<file path="src/rtl/ma_pkg.sv">
// Shared types and helpers for the moving-average channel scheduler.
package ma_pkg;

  localparam int DATA_WD = 16;

  typedef logic signed [DATA_WD-1:0] hist_t [3];
  typedef logic signed [DATA_WD+1:0] sum_t;

  function automatic int ch_wd(input int n);
    return (n <= 2) ? 1 : $clog2(n);
  endfunction

endpackage

</file>
<file path="src/rtl/rr_arbiter.sv">
// Combinational round-robin arbiter: searches ptr+1 .. ptr+N (mod N) for the first request.
module rr_arbiter #(
  parameter int N = 4,
  parameter int W = 2
) (
  input  logic [N-1:0] req,
  input  logic [W-1:0] ptr,
  input  logic         en,
  output logic [N-1:0] gnt,
  output logic [W-1:0] gnt_idx
);

  always_comb begin
    int  j;
    logic found;
    gnt     = '0;
    gnt_idx = '0;
    found   = 1'b0;
    j       = 0;
    if (en) begin
      for (int i = 1; i <= N; i++) begin
        j = (int'(ptr) + i) % N;
        if (!found && req[j]) begin
          found   = 1'b1;
          gnt[j]  = 1'b1;
          gnt_idx = W'(j);
        end
      end
    end
  end

endmodule

</file>
<file path="src/rtl/ma_channel_scheduler.sv">
// Shares one 4-tap moving-average datapath among N_CH sources with round-robin arbitration.
// Optional MA_FLUSH_EN adds the per-channel i_flush history clear.
module ma_channel_scheduler
  import ma_pkg::*;
#(
  parameter int DATA_WD = ma_pkg::DATA_WD,
  parameter int N_CH    = 4,
  localparam int CH_WD  = ch_wd(N_CH)
) (
  input  logic                    i_clk,
  input  logic                    i_rstb,
  input  logic [N_CH-1:0]         i_req_valid,
  output logic [N_CH-1:0]         o_req_ready,
  input  logic [N_CH*DATA_WD-1:0] i_req_data,
  output logic                    o_valid,
  output logic [CH_WD-1:0]        o_ch,
  output logic [DATA_WD-1:0]      o_data,
  input  logic                    i_out_ready
`ifdef MA_FLUSH_EN
  ,
  input  logic [N_CH-1:0]         i_flush
`endif
);

  logic signed [DATA_WD-1:0] h0 [N_CH];
  logic signed [DATA_WD-1:0] h1 [N_CH];
  logic signed [DATA_WD-1:0] h2 [N_CH];

  logic [CH_WD-1:0]   ptr;
  logic               slot_free;
  logic [N_CH-1:0]    gnt;
  logic [CH_WD-1:0]   gnt_idx;
  logic               accept;
  logic [N_CH-1:0]    flush_v;
  logic               flush_k;

  logic signed [DATA_WD-1:0] d;
  logic signed [DATA_WD-1:0] t0, t1, t2;
  logic signed [DATA_WD+1:0] sum;
  logic [DATA_WD-1:0]        avg;

`ifdef MA_FLUSH_EN
  assign flush_v = i_flush;
`else
  assign flush_v = '0;
`endif

  assign slot_free   = ~o_valid | i_out_ready;
  assign accept      = |gnt;
  assign o_req_ready = gnt;

  rr_arbiter #(
    .N (N_CH),
    .W (CH_WD)
  ) u_arb (
    .req     (i_req_valid),
    .ptr     (ptr),
    .en      (slot_free),
    .gnt     (gnt),
    .gnt_idx (gnt_idx)
  );

  // A same-cycle flush takes effect before the sum, so the taps read as zero.
  always_comb begin
    d       = i_req_data[int'(gnt_idx)*DATA_WD +: DATA_WD];
    flush_k = flush_v[gnt_idx];
    t0      = flush_k ? '0 : h0[gnt_idx];
    t1      = flush_k ? '0 : h1[gnt_idx];
    t2      = flush_k ? '0 : h2[gnt_idx];
    sum     = {{2{d[DATA_WD-1]}},  d}
            + {{2{t0[DATA_WD-1]}}, t0}
            + {{2{t1[DATA_WD-1]}}, t1}
            + {{2{t2[DATA_WD-1]}}, t2};
  end

  assign avg = DATA_WD'(sum >>> 2);

  always_ff @(posedge i_clk or negedge i_rstb) begin
    if (!i_rstb) begin
      for (int k = 0; k < N_CH; k++) begin
        h0[k] <= '0;
        h1[k] <= '0;
        h2[k] <= '0;
      end
    end else begin
      for (int k = 0; k < N_CH; k++) begin
        if (flush_v[k]) begin
          h0[k] <= gnt[k] ? d : '0;
          h1[k] <= '0;
          h2[k] <= '0;
        end else if (gnt[k]) begin
          h0[k] <= d;
          h1[k] <= h0[k];
          h2[k] <= h1[k];
        end
      end
    end
  end

  always_ff @(posedge i_clk or negedge i_rstb) begin
    if (!i_rstb) begin
      o_valid <= 1'b0;
      o_ch    <= '0;
      o_data  <= '0;
      ptr     <= CH_WD'(N_CH - 1);
    end else if (accept) begin
      o_valid <= 1'b1;
      o_ch    <= gnt_idx;
      o_data  <= avg;
      ptr     <= gnt_idx;
    end else if (i_out_ready) begin
      o_valid <= 1'b0;
    end
  end

endmodule
</file>
<file path="config.mk">
export PLATFORM = sky130hd
export DESIGN_NAME = ma_channel_scheduler
export DESIGN_NICKNAME = d
export VERILOG_FILES = /design/src/rtl/ma_pkg.sv /design/src/rtl/rr_arbiter.sv /design/src/rtl/ma_channel_scheduler.sv
export SDC_FILE = /design/constraint.sdc
export NUM_CORES = 1
export LEC_CHECK = 0
export ABC_AREA = 1
export CAP_MARGIN = 20
export CORE_MARGIN = 4
export CORE_UTILIZATION = 35
export CTS_CLUSTER_DIAMETER = 120
export CTS_CLUSTER_SIZE = 12
export DETAILED_ROUTE_END_ITERATION = 8
export DONT_BUFFER_PORTS = 1
export GPL_ROUTABILITY_DRIVEN = 0
export REMOVE_ABC_BUFFERS = 1
export SYNTH_ARGS = -nofsm -noshare
export SYNTH_HDL_FRONTEND = slang
export SYNTH_SLANG_ARGS = --single-unit
</file>
<file path="constraint.sdc">
create_clock -name i_clk -period 7.67 [get_ports i_clk]
set_clock_uncertainty 0.2 [all_clocks]
set_input_delay 0.3835 -clock i_clk [delete_from_list [all_inputs] [get_ports i_clk]]
set_output_delay 0.3835 -clock i_clk [all_outputs]
set_load 0.005 [all_outputs]
</file>
### Word-level counts from Yosys, hierarchy flattened

Cells that the tools add are included.

| storage, ports and cells | value |
|---|---|
| register bits after elaboration | 213 |
| latch bits | 0 |
| bits in writable memories | 0 |
| ROM bits | 0 |
| input bits | 71 |
| output and inout bits | 23 |
| memories | 0 |

| operators by class | value |
|---|---|
| add/subtract/negate cells | 7 |
| multipliers | 0 |
| div/mod/pow operators | 0 |
| magnitude comparators | 10 |
| eq/ne operators | 0 |
| shift operators | 1 |
| mux-type cells | 55 |
| bitwise gates (word level) | 10 |
| reductions and logical operators | 16 |

Operators by type and width:

| operator | number |
|---|---|
| $mux 16 | 9 |
| $bmux 16 s2 | 3 |
| $shiftx 64x7->16 | 1 |
| $mux 4 | 8 |
| $mux 1 | 21 |
| $add 17x16->18 | 1 |
| $add 18x18->18 | 1 |
| $add 16x16->17 | 1 |
| $lt 3x4->1 const B | 4 |
| $ge 3x1->1 const B | 4 |
| $or 4x4->4 | 3 |
| $bmux 1 s2 | 5 |
| $mux 2 | 5 |
| $demux 1 s2 | 4 |
| $reduce_or 2->1 | 4 |
| $logic_and 1x1->1 | 7 |
| $add 2x1->2 const B | 2 |
| $add 2x2->2 const B | 2 |
| $and 1x1->1 const A | 4 |
| $reduce_or 4->1 | 1 |
| $ge 3x3->1 const B | 1 |
| $logic_not 1->1 | 3 |
| $lt 2x3->1 const B | 1 |
| $not 2->3 | 1 |
| other kinds (3) | 3 |

### Logic depth before layout (Yosys ltp)

Gate-level depths: netlist of the first run.

| logic depth | value |
|---|---|
| word-level depth | 28 |
| depth in mapped cells | 34 |
| mapped depth without buffers | 32 |

### Modules after synthesis

Synthesis of the first run repeated with hierarchy kept, for this count alone.

| second synthesis, totals | value |
|---|---|
| cell total of the unflattened synthesis | 1483 |
| area, all modules | 11745.0 um^2 |

By module, submodules not included:

| module | times used | cells each | area an instance (um^2) |
|---|---|---|---|
| ma_channel_scheduler | 1 | 1392 | 11215.8 |
| rr_arbiter | 1 | 91 | 529.3 |

### Worst setup path before layout of the first run

Ideal clock, no wire load.

| path | value |
|---|---|
| path kind | reg-to-reg |
| start point | reg ptr[1] |
| end point | reg o_data[13] |
| library setup time | 0.117 ns |
| data arrival time | 5.435 ns |
| data required time | 7.353 ns |
| path slack | 1.917 ns |
| cell stages (with the launch flop) | 32 |
| buffers on the path | 2 |
| period minus slack after synthesis | 5.753 ns |
| path through | dfstp_2 inv_1 ha_1 inv_1 nand3_1 nand2_2 inv_4 nand3_1 nand2_1 nand2_2 nand3_4 buf_2 buf_1 nand2_1 o211ai_1 o21ai_0 fa_1 inv_1 fa_1 inv_1 ha_1 a21o_1 a31oi_1 o21ai_0 a21boi_0 o21ai_0 a21oi_1 o21ai_0 nand3_1 nand3_1 nand3_1 nand2_1 |

| between the ends | value |
|---|---|
| word-level cells in the longest chain between the ends | 26 |
| elaborated cells between the ends (all ways) | 92 |

RTL lines:

| what | line | RTL |
|---|---|---|
| start: declaration | ma_channel_scheduler.sv:29 | `logic [CH_WD-1:0] ptr;` |
| start signal: assignment | ma_channel_scheduler.sv:105 | `ptr <= CH_WD'(N_CH - 1);` |
| start signal: assignment | ma_channel_scheduler.sv:110 | `ptr <= gnt_idx;` |
| branches (longest 26 deep; another with $add 2x1->2) | n/a |  |
| end signal: assignment | ma_channel_scheduler.sv:109 | `o_data <= avg;` |
| end: declaration | ma_channel_scheduler.sv:17 | `output logic [DATA_WD-1:0] o_data,` |

Several ways; the timed one is not identified. The select of a mux whose other input is x is not followed.
A chain may end at the register's enable or synchronous reset.

### Worst setup path after layout of the first run

| path | value |
|---|---|
| start point | reg ptr[0] |
| end point | reg o_data[13] |

Same word-level chain as after synthesis.

==> results_dict.tcl, run 1 <==
set metrics [dict create \
    status "complete, no violations" \
    htreeDepth 1 \
    drc 0 \
    worst_path_largest_cell_delay_ps 640 \
    yosysMostFrequentCell "nand2_1" \
    die_area_um2 36700 \
    avgSynthCellArea_um2 7.85 \
    hpwl_um 20000 \
    die_h_um 192 \
    layout.nets 1586 \
    die_w_um 192 \
    cp_top_family "compound AO/OA/AOI/OAI gates" \
    hold_viol_final 0 \
    finalWorstSetupSlack_ps 1020 \
    antenna_left 0 \
    synth_area_leader_cell "dfrtp_1" \
    finalCriticalPeriod_ps 6650 \
    drtPass1Iterations 4 \
    synth_edf_count 0 \
    final.period_utilization_pct 86.7 \
    fin_util_pct 38.7 \
    slowest_stage "dfstp_2" \
    drt_wl_total_um 31400 \
    dp_worst_setup_slack_ps 1110 \
    antennaDiodeCount 0 \
    post-cts-setup-buffer-count 0 \
    end_kind "flip-flop" \
    cts_resized 0 \
    hp-class "in2reg" \
    tightest_slew_ps 1130 \
    antenna_found_initial 0 \
    cts.sinks 213 \
    max_freq_mhz 150 \
    drive_gt1_share_pct 4.50 \
    yosysTopAreaCellShare_pct 44.7 \
    synth_seq_cells 213 \
    root_buffer "clkbuf_16" \
    synthFlopType "dfrtp_1" \
    start_util_pct 35.9 \
    yosysUniqueCellTypes 37 \
    port_buffers 0 \
    syn_to_final_growth_pct 7.68 \
    ys_warn_count 0 \
    setup_violations 0 \
    grt_max_degree 214 \
    crit_arrival_ps 6840 \
    crit_required_ps 7860 \
    grt_setup_unrepaired "no" \
    grt_use_total_pct 17.2 \
    via_per_inst 4.98 \
    ys_seq_area_share_pct 45.2 \
    drt_iter0_drc 644 \
    synthArstFlopShare_pct 100 \
    max-cap-violations 0 \
    cts_tree "yes" \
    setup-tns-final_ps 0 \
    std_cell_rows 66 \
    wl_per_cell_um 16.5 \
    numCtsBuffers 21 \
    gr-total-overflow 0 \
    clkTransAtPathRegs_ps 70 \
    critical_path_class "reg2reg" \
    clk_latency_ps 510 \
    crit_buf_inv 7 \
    pin_count 94 \
    postCtsHoldBufs 2 \
    drv_slew 0 \
    crit_path_max_fanout 26 \
    vias 9499 \
    yosys-top-cells-count "460 x nand2_1, 211 x dfrtp_1, 200 x o21ai_0, 175 x inv_1, 76 x o21ai_1" \
    placeableCoreArea_um2 32900 \
    grt_pass1_vias 9598 \
    slew_headroom_pct 24.3 \
    synth.top_cells.by_area "dfrtp_1 45%, nand2_1 15%, o21ai_0 8.5%" \
    placedCellCount 1876 \
    syn_inst 1504 \
    synth_area_um2 11800 \
    grt_pass1_wl_um 51500 \
    crit_path_start_kind "flip-flop" \
    stdcell_count 1908 \
    cts.path.max_buffers 3 \
]
==> tightest hold or removal path, stage by stage <==
cell,delay [ps]
nand2_1,40
nand3_1,60
nand2_1,150
o21ai_1,80
==> registers in the layout, indices dropped and copies added (netlist names) <==
name     flops
h0          64
h1          64
h2          64
o_data      16
o_ch         2
ptr          2
o_valid      1
==> cells by family (layout without fill, tap and decap cells) <==
logic type / after synthesis / in the layout / share of synthesized area, %
simple gates: 603 / 603 / 20.6
xor+xnor: 11 / 11 / 0.816
fa+ha+maj: 56 / 56 / 8.03
flops: 213 / 213 / 45.2
buf+inv: 265 / 227 / 9.02
compound gates: 356 / 356 / 16.4
==> cells in the final DEF (no fill, tap or decap), drive strengths merged, types with 17 or more instances in the layout <==
cell,Yosys,final
inv,181,181
clkbuf,41,28
a21oi,17,17
nor2,68,68
nand2,469,469
o22ai,19,19
dfrtp,211,211
ha,23,23
o21ai,276,276
nand3,58,58
fa,33,33
==> path summary, 6_finish.rpt <==
check	slack (ps)	from	to	depth (start not counted)
worst max-delay path	1020	ptr[0]	o_data[13]	31
worst min-delay path	40	i_req_data[49]	h0[1]	4
worst max register to register	1020	ptr[0]	o_data[13]	31
worst min register to register	270	h2[59]	h2[59]	2
max in group asynchronous	6010	i_rstb	h2[25]	2
min in group asynchronous	390	i_rstb	h1[21]	2
==> routing by layer <==
metal | vias to the layer above | track usage, % | share of wire [%]
li1 | 4723 | - | -
met3 | 33 | 2.85 | 6.2
met5 | - | 0 | 0
met4 | 0 | 3.43 | 1.5
met2 | 220 | 28.4 | 46
met1 | 4523 | 24.1 | 46
==> area by class of cell <==
type / instances / area (um^2)
tap: 442 / 553
inverter: 181 / 683
clock buffer: 28 / 552
sequential: 213 / 5330
multi-input combinational: 1026 / 5430
clock inverter: 2 / 13.8
timing repair buffer: 16 / 155
fill: 3485 / 20200
==> through the flow <==
stage               hold slack [ps]  area (um^2)
finish                         44.9        12700
global route                   58.9        12700
CTS                            20.6        12700
detailed placement            -95.7        12100
global placement              -93.7        12100
floorplan                      -112        11400
Power of run 1 is left out: the tool's default activity adds up to more than one toggle a clock period on the data nets, which glitch-free logic cannot reach.
==> inputs of run 2 (changes only) <==
--- a/config.mk
+++ b/config.mk
@@ -14,6 +14,7 @@
 export DETAILED_ROUTE_END_ITERATION = 8
 export DONT_BUFFER_PORTS = 1
 export GPL_ROUTABILITY_DRIVEN = 0
+export PLACE_DENSITY = 0.55
 export REMOVE_ABC_BUFFERS = 1
 export SYNTH_ARGS = -nofsm -noshare
 export SYNTH_HDL_FRONTEND = slang
==> results_dict.tcl, run 2 (same netlist as run 1, synthesis figures left out) <==
set metrics [dict create \
    hold_ws_ps 35.2 \
    setup_violations 0 \
    placeableCoreArea_um2 32900 \
    die_h_um 192 \
    cts.sinks 213 \
    drt_iter0_drc 679 \
    drc 0 \
    tightest_slew_ps 1210 \
    slew_headroom_pct 19.1 \
    grt_pass1_vias 9312 \
    drv_slew 0 \
    status "complete, no violations" \
    drive_gt1_share_pct 4.37 \
    antenna_left 0 \
    crit_path_max_fanout 32 \
    grt_use_total_pct 17.4 \
    hpwl_um 19700 \
    die_area_um2 36700 \
    crit_arrival_ps 7000 \
    hold_viol_final 0 \
    final_cell_mix "456 x nand2_1, 211 x dfrtp_1, 200 x o21ai_0" \
    grt_setup_unrepaired "no" \
    htreeDepth 1 \
    finalCriticalPeriod_ps 6820 \
    top_regs "h0 (64), h1 (64), h2 (64)" \
    antenna_found_initial 1 \
    cp_top_family "adder cells" \
    port_buffers 0 \
    clk_latency_ps 500 \
    grt_max_degree 214 \
    cts_tree "yes" \
    wl_per_cell_um 16.7 \
    gr-total-overflow 0 \
    post-cts-setup-buffer-count 0 \
    clkTransAtPathRegs_ps 60 \
    setup-tns-final_ps 0 \
    design_area_um2 12700 \
    layout_commonest_cell "nand2_1" \
    max_freq_mhz 147 \
    cts.path.max_buffers 3 \
    hp-class "in2reg" \
    via_per_inst 4.95 \
    drt_wl_total_um 31900 \
    fillCellCount 3514 \
    start_util_pct 35.9 \
    syn_to_final_growth_pct 7.70 \
    numCtsBuffers 21 \
    layout.nets 1585 \
    std_cell_rows 66 \
    drtPass1Iterations 5 \
    slowest_stage "dfstp_2" \
    vias 9450 \
    crit_buf_inv 7 \
    root_buffer "clkbuf_16" \
    critical_path_class "reg2reg" \
    final.period_utilization_pct 88.9 \
    worst_path_largest_cell_delay_ps 640 \
    die_w_um 192 \
    dpl-instance-area_um2 12100 \
    crit_required_ps 7850 \
    max-cap-violations 0 \
    pin_count 94 \
    path_common_cell "nand2_1" \
    crit_path_start_kind "flip-flop" \
    end_kind "flip-flop" \
    grt_pass1_wl_um 51400 \
]
-- run 2: cell types whose count changed in the layout (fill, tap and decap cells not counted), sizes merged --
cell,change
diode,+1
buf,-1
inv,-1
clkbuf,+1
-- run 2: repair_timing --
action	4_1_cts	5_1_grt
hold buffers	2	0
endpoints found under the hold margin	213	0
endpoints found under the setup margin	0	0
resized for setup	0	0
-- run 2: layout make-up --
type / instances / area (um^2) / area share (%)
multi-input cells: 1026 / 5430 / 42.7
flip-flops and latches: 213 / 5330 / 41.9
inverters: 181 / 683 / 5.37
clock buffers: 29 / 556 / 4.37
well taps: 442 / 553 / 4.35
repair buffers: 15 / 160 / 1.26
clock inverters: 1 / 5.00 / 0.0394
diodes: 1 / 2.50 / 0.0197
-- run 2: path summary, 6_finish.rpt --
path | start | end | slack, ps | cells past startpoint
worst max register to register | ptr[0] | o_data[13] | 850 | 32
min in group asynchronous | i_rstb | h2[50] | 370 | 2
max in group asynchronous | i_rstb | h0[39] | 5910 | 2
worst min register to register | h2[23] | h2[23] | 270 | 2
worst min-delay path | i_req_data[53] | h0[21] | 40 | 4
worst max-delay path | ptr[0] | o_data[13] | 850 | 32
-- run 2: routing by layer --
metal / up-vias / part of all wire (%) / global-route usage [%]
met5: - / 0 / 0
met4: 0 / 1.9 / 3.34
met3: 41 / 4.9 / 2.94
met2: 169 / 46 / 28.0
met1: 4520 / 47 / 25.0
li1: 4720 / - / -
-- run 2: worst reg2reg max path, delay by kind of cell, from the launching register on --
| kind | cells | cell delay (ps) |
|---|---|---|
| AOI/OAI and AO/OA | 7 | 1510 |
| and+or+nand+nor | 14 | 1400 |
| buffers and inverters | 7 | 1150 |
| adders and majority gates | 4 | 1800 |
| DFF | 1 | 640 |
-- run 2: through the flow --
step | worst slack (ps) | utilization, % | std cells
finish | 854 | 38.7 | 1908
global route | 372 | 38.7 | 1908
CTS | 955 | 38.7 | 1907
detailed placement | 976 | 36.9 | 1875
global placement | 1130 | 36.9 | 1875
floorplan | 533 | - | 1420
Power of run 2 is left out for the same reason.
